--- config.mk ---
export PLATFORM = sky130hd
export DESIGN_NAME = ifm_csum
export DESIGN_NICKNAME = d
export VERILOG_FILES = /design/src/rtl/ifm_csum.sv
export SDC_FILE = /design/constraint.sdc
export NUM_CORES = 1
export LEC_CHECK = 0
export CAP_MARGIN = 20
export CORE_UTILIZATION = 34
export CTS_CLUSTER_SIZE = 8
export DETAILED_ROUTE_END_ITERATION = 6
export GPL_TIMING_DRIVEN = 0
export PLACE_DENSITY_LB_ADDON = 0.1
export SLEW_MARGIN = 20
export SYNTH_ARGS = -nofsm -noshare
export SYNTH_HDL_FRONTEND = slang
export SYNTH_SLANG_ARGS = --single-unit
--- constraint.sdc ---
create_clock -name s2mm_clk -period 11.72 [get_ports s2mm_clk]
set_input_delay 2.344 -clock s2mm_clk [delete_from_list [all_inputs] [get_ports s2mm_clk]]
set_output_delay 2.344 -clock s2mm_clk [all_outputs]
set_load 0.03 [all_outputs]
--- src/rtl/ifm_csum.sv ---
// ifm_csum: receive-side checksum engine for the s2mm path.
// Snoops beats written into the rx data FIFO and produces a 16-bit
// one's-complement sum of bytes from offset RxCsBegin to end of frame,
// seeded with RxCsInit, plus the frame byte count.
//
// Handshake: data_fifo_wren qualifies a beat; there is no ready, so every
// beat with wren=1 is consumed in that cycle. RxSumValid is a one-cycle
// pulse; RxSum/RxLen hold their values until the next frame completes.
//
// Pipeline: beat at cycle N -> masked partial sum at N+1 -> accumulator
// at N+2 -> RxSum/RxLen/RxSumValid at N+3. Each stage carries its own
// first-beat flag, so back-to-back frames never mix.
module ifm_csum #(
    parameter int C_LEN_WIDTH = 16
) (
    input  logic                   s2mm_clk,
    input  logic                   s2mm_resetn,
    input  logic                   data_fifo_wren,
    input  logic [72:0]            data_fifo_wdata,
    input  logic [15:0]            RxCsBegin,
    input  logic [15:0]            RxCsInit,
    output logic [15:0]            RxSum,
    output logic [C_LEN_WIDTH-1:0] RxLen,
    output logic                   RxSumValid
);

    // 16-bit one's-complement add: carry-out wraps into bit 0. One
    // re-add is enough because a+b <= 0x1FFFE, so the wrap cannot carry.
    function automatic logic [15:0] add_fold(input logic [15:0] a, input logic [15:0] b);
        logic [16:0] s;
        s = {1'b0, a} + {1'b0, b};
        return s[15:0] + {15'd0, s[16]};
    endfunction

    // Beat fields
    logic [63:0] tdata;
    logic [7:0]  tkeep;
    logic        tlast;

    assign tdata = data_fifo_wdata[63:0];
    assign tkeep = data_fifo_wdata[71:64];
    assign tlast = data_fifo_wdata[72];

    // Frame tracking state
    logic                   sof;
    logic [C_LEN_WIDTH-1:0] off_q;
    logic [15:0]            begin_q;

    // Stage 0 combinational results
    logic [C_LEN_WIDTH-1:0] base;
    logic [15:0]            begin_eff;
    logic [3:0]             cnt;
    logic [63:0]            mdata;
    logic [15:0]            partial;

    // Stage 1 registers
    logic        s1_valid;
    logic        s1_sof;
    logic        s1_last;
    logic [15:0] s1_part;
    logic [3:0]  s1_cnt;
    logic [15:0] s1_init;

    // Stage 2 registers
    logic                   s2_valid;
    logic                   s2_last;
    logic [15:0]            acc;
    logic [C_LEN_WIDTH-1:0] len;

    // Stage 0: byte offsets, inclusion mask, beat byte count, masked word sum
    always_comb begin
        base      = sof ? '0 : off_q;
        begin_eff = sof ? RxCsBegin : begin_q;
        cnt       = 4'd0;
        mdata     = 64'd0;
        for (int i = 0; i < 8; i++) begin
            cnt = cnt + {3'd0, tkeep[i]};
            if (tkeep[i] && ((32'(base) + 32'(i)) >= 32'(begin_eff)))
                mdata[8*i +: 8] = tdata[8*i +: 8];
        end
        // Even lane is the high byte of each network-order word
        partial = add_fold(add_fold({mdata[7:0],   mdata[15:8]},  {mdata[23:16], mdata[31:24]}),
                           add_fold({mdata[39:32], mdata[47:40]}, {mdata[55:48], mdata[63:56]}));
    end

    // Frame tracking: start-of-frame flag, running offset, sampled begin
    always_ff @(posedge s2mm_clk or negedge s2mm_resetn) begin
        if (!s2mm_resetn) begin
            sof     <= 1'b1;
            off_q   <= '0;
            begin_q <= 16'd0;
        end else if (data_fifo_wren) begin
            sof   <= tlast;
            off_q <= base + C_LEN_WIDTH'(cnt);
            if (sof)
                begin_q <= RxCsBegin;
        end
    end

    // Stage 1: register the folded partial sum and per-beat flags
    always_ff @(posedge s2mm_clk or negedge s2mm_resetn) begin
        if (!s2mm_resetn) begin
            s1_valid <= 1'b0;
            s1_sof   <= 1'b0;
            s1_last  <= 1'b0;
            s1_part  <= 16'd0;
            s1_cnt   <= 4'd0;
            s1_init  <= 16'd0;
        end else begin
            s1_valid <= data_fifo_wren;
            if (data_fifo_wren) begin
                s1_sof  <= sof;
                s1_last <= tlast;
                s1_part <= partial;
                s1_cnt  <= cnt;
                if (sof)
                    s1_init <= RxCsInit;
            end
        end
    end

    // Stage 2: accumulate into the frame sum and byte count
    always_ff @(posedge s2mm_clk or negedge s2mm_resetn) begin
        if (!s2mm_resetn) begin
            s2_valid <= 1'b0;
            s2_last  <= 1'b0;
            acc      <= 16'd0;
            len      <= '0;
        end else begin
            s2_valid <= s1_valid;
            if (s1_valid) begin
                s2_last <= s1_last;
                acc     <= add_fold(s1_sof ? s1_init : acc, s1_part);
                len     <= s1_sof ? C_LEN_WIDTH'(s1_cnt) : len + C_LEN_WIDTH'(s1_cnt);
            end
        end
    end

    // Output: publish the result and pulse valid when a frame's last beat lands
    always_ff @(posedge s2mm_clk or negedge s2mm_resetn) begin
        if (!s2mm_resetn) begin
            RxSum      <= 16'd0;
            RxLen      <= '0;
            RxSumValid <= 1'b0;
        end else begin
            RxSumValid <= s2_valid && s2_last;
            if (s2_valid && s2_last) begin
                RxSum <= acc;
                RxLen <= len;
            end
        end
    end

endmodule

==> metrics <==
post-route design area=about 18000 um^2; internal power=~0.0015 W; die span in x=213 um; Slew @ Worst Pin=1.01 ns; Die Span Y=between 200 and 250 um; synthesized area=about 15000 um^2; vias post-DR=13300; Seq pwr share=0.266; total I/O pin count=around 140; register area share after synthesis=0.230; most common cell in the netlist=ha_1; Port Buffers=around 140; Final ANT Viol Nets=0; RD Place Congestion=0.907; worst-path fanout max=8; largest net degree at the start of global routing=79; CTS tree=yes; first drt pass iteration count=5; core area=between 40000 and 50000 um^2; cells on worst reg2reg path=53; async set-reset flop share out of synthesis=1.00; status=finished, final reports clean; Worst Clk Skew=~0.01 ns; final hold viol count=0; Final period util=0.948; largest cells by area after synthesis=dfrtp_1 (23%), ha_1 (17%), mux2_2 (6.8%); Leak=~8.3 nW; Worst Hold Class=reg -> reg; WL/cell=18.5 um; #FFs+latches synth=139; Max Fclk=between 0.08 and 0.09 GHz; crit end category=flip-flop; Startpoint Class=input pin; Post-synth top flop=dfrtp_1; Psw=roughly 0.0011 W; P&R area growth vs syn=20.0%; Net Sw Frac=0.425; number of global-route vias before repair=12900; share of post-route cells with drive strength above 1=0.108; clk_lat worst skew=~0.47 ns; WS Path Type=in -> reg; die area=45300 um^2; Post-synth top cells=ha_1 (203), nand2_1 (165), nor2_1 (144); Nets=2257; total gr overflow=0; row count=between 70 and 80; Pins Over Slew Limit=0; critical path's slowest cell=a2111oi_2; Max Cap Viol=0; # diodes=0; largest area contributor in the netlist=dfrtp_1; CTS Buffer Depth=2; post-route setup TNS=0 ns; Synth top area share=0.229; first-pass GRT wire length=73300 um; Power Density=143 nW/um^2; unrepaired setup endpoints after global routing=no; Mapped Cells=1776; total power=between 0.002 and 0.003 W; cts bufs inserted=17; Gate power share=0.513; Detailed Route WL=approximately 47000 um; Reg clk slew, reported paths=around 0.070 ns; Total GRT Usage=0.213; minimum clock period=11.11 ns; required time worst endpoint=about 12 ns; Top cell by count, worst path=a21o_1; Distinct cells, synth=just under 90; Clock power frac=0.222; Hold Path Cell Cnt=0; Hold Buf Count CTS=0; DR vias/cell=roughly 5.3; CTS H-tree depth=4; worst path arrival time=about 11 ns; post-synth net total=between 2000 and 2500; root buffer cell=clkbuf_16; Post-synth EDFFs=0; Peak VDD IR=approximately 0.00011 V; Final setup viols=0; initial antenna violation count=0; DRC Markers=0; Ys Warns=0; Max transition margin=0.305; clock sink count=between 100 and 150; Post-DP Area=17300 um^2; initial core utilization=0.348; CP peak stage delay=0.59 ns; Mean Syn Cell Area=~8.5 um^2; Detailed Place HPWL=about 38000 um; 1st-iter DRT viols=between 800 and 900
-- power groups by stage --
stage / clock (W) / sequential [W] / combinational (W)
floorplan: 0 / 0.000746 / 0.000818
global placement: 0 / 0.000693 / 0.00128
detailed placement: 0 / 0.000697 / 0.00130
CTS: 0.000597 / 0.000690 / 0.00132
global route: 0.000615 / 0.000706 / 0.00147
finish: 0.000575 / 0.000689 / 0.00133
-- logic make-up after synthesis --
kind of cell    Yosys count  synth area share
fa+ha+maj               213             0.181
mux                     111            0.0811
xor+xnor                204             0.119
flops                   139             0.230
buf+inv                 146            0.0380
simple gates            596             0.193
compound gates          367             0.158
-- per-layer routing --
metal / part of all wire / global-route usage / vias up / routed length, um
li1: - / - / 6643 / -
met4: 0.011 / 0.0506 / 0 / 522
met2: 0.44 / 0.334 / 308 / 20800
met3: 0.049 / 0.0385 / 33 / 2320
met5: 0 / 0 / - / 0
met1: 0.50 / 0.300 / 6345 / 23200
-- registers in the layout (all words and copies together), names as in the netlist --
register	count
s1_cnt	4
sof	1
s1_part	16
s1_init	16
s2_valid	1
begin_q	16
s1_valid	1
off_q	16
s1_last	1
s2_last	1
acc	16
len	16
RxSum	16
s1_sof	1
RxSumValid	1
RxLen	16
-- critical path, delay by kind of cell --
| kind | cells | cell delay [ns] |
|---|---|---|
| buffers and inverters | 1 | 0.44 |
| adder cells (fa/ha/maj) | 7 | 2.04 |
| XOR/XNOR | 2 | 0.19 |
| AO/OA/AOI/OAI | 19 | 3.99 |
| multiplexers | 2 | 0.56 |
| AND/OR/NAND/NOR | 10 | 1.88 |
-- final cells by class --
| class | instances | area, um^2 |
|---|---|---|
| Inverter | 82 | 308 |
| Clock inverter | 14 | 174 |
| Fill cell | 4435 | 25300 |
| Multi-Input combinational cell | 1491 | 11300 |
| Clock buffer | 18 | 439 |
| Tap cell | 585 | 732 |
| Timing Repair Buffer | 142 | 1450 |
| Sequential cell | 139 | 3480 |
| Buffer | 64 | 272 |
-- final timing paths --
path                               end    startpoint  slack (ns)
max in group asynchronous       acc[4]   s2mm_resetn        9.08
max reg2reg                s1_part[12]      off_q[1]        0.99
min                           s2_valid      s1_valid        0.37
min in group asynchronous   RxSumValid   s2mm_resetn        1.86
min reg2reg                   s2_valid      s1_valid        0.37
max                        s1_part[12]  RxCsBegin[0]        0.61
-- metrics by stage --
step           instances  hold slack, ns   util  setup slack [ns]
4_1_cts             2534           0.373  0.414            0.0263
3_5_place_dp        2499           0.358  0.397            -0.880
6_report            2535           0.375  0.417             0.609
5_1_grt             2535           0.387  0.417            0.0123
2_1_floorplan       1776           0.352      -              1.58
3_3_place_gp        2498           0.357  0.396            -0.871
-- cells in the final DEF, fill, tap and decap left out, types with 29 or more instances in the layout --
master,synthesis,routed
mux2_2,91,91
o21ai_0,72,71
a21o_1,49,49
nand3_1,61,61
inv_1,79,79
nor2_1,144,144
nor2b_1,32,32
xnor2_1,115,115
clkdlybuf4s50_1,0,136
dfrtp_1,138,138
and3_1,29,29
nor3_1,49,45
nand2_1,165,165
xor2_1,88,88
clkbuf_1,49,47
a21oi_1,122,119
ha_1,203,202
-- what timing repair did --
action | CTS | global route
gates resized for setup | 14 | 33
pin swaps | 1 | 2
setup endpoints to repair | 8 | 14
setup buffers | 3 | 1
Power figures use the tool's default switching activity.
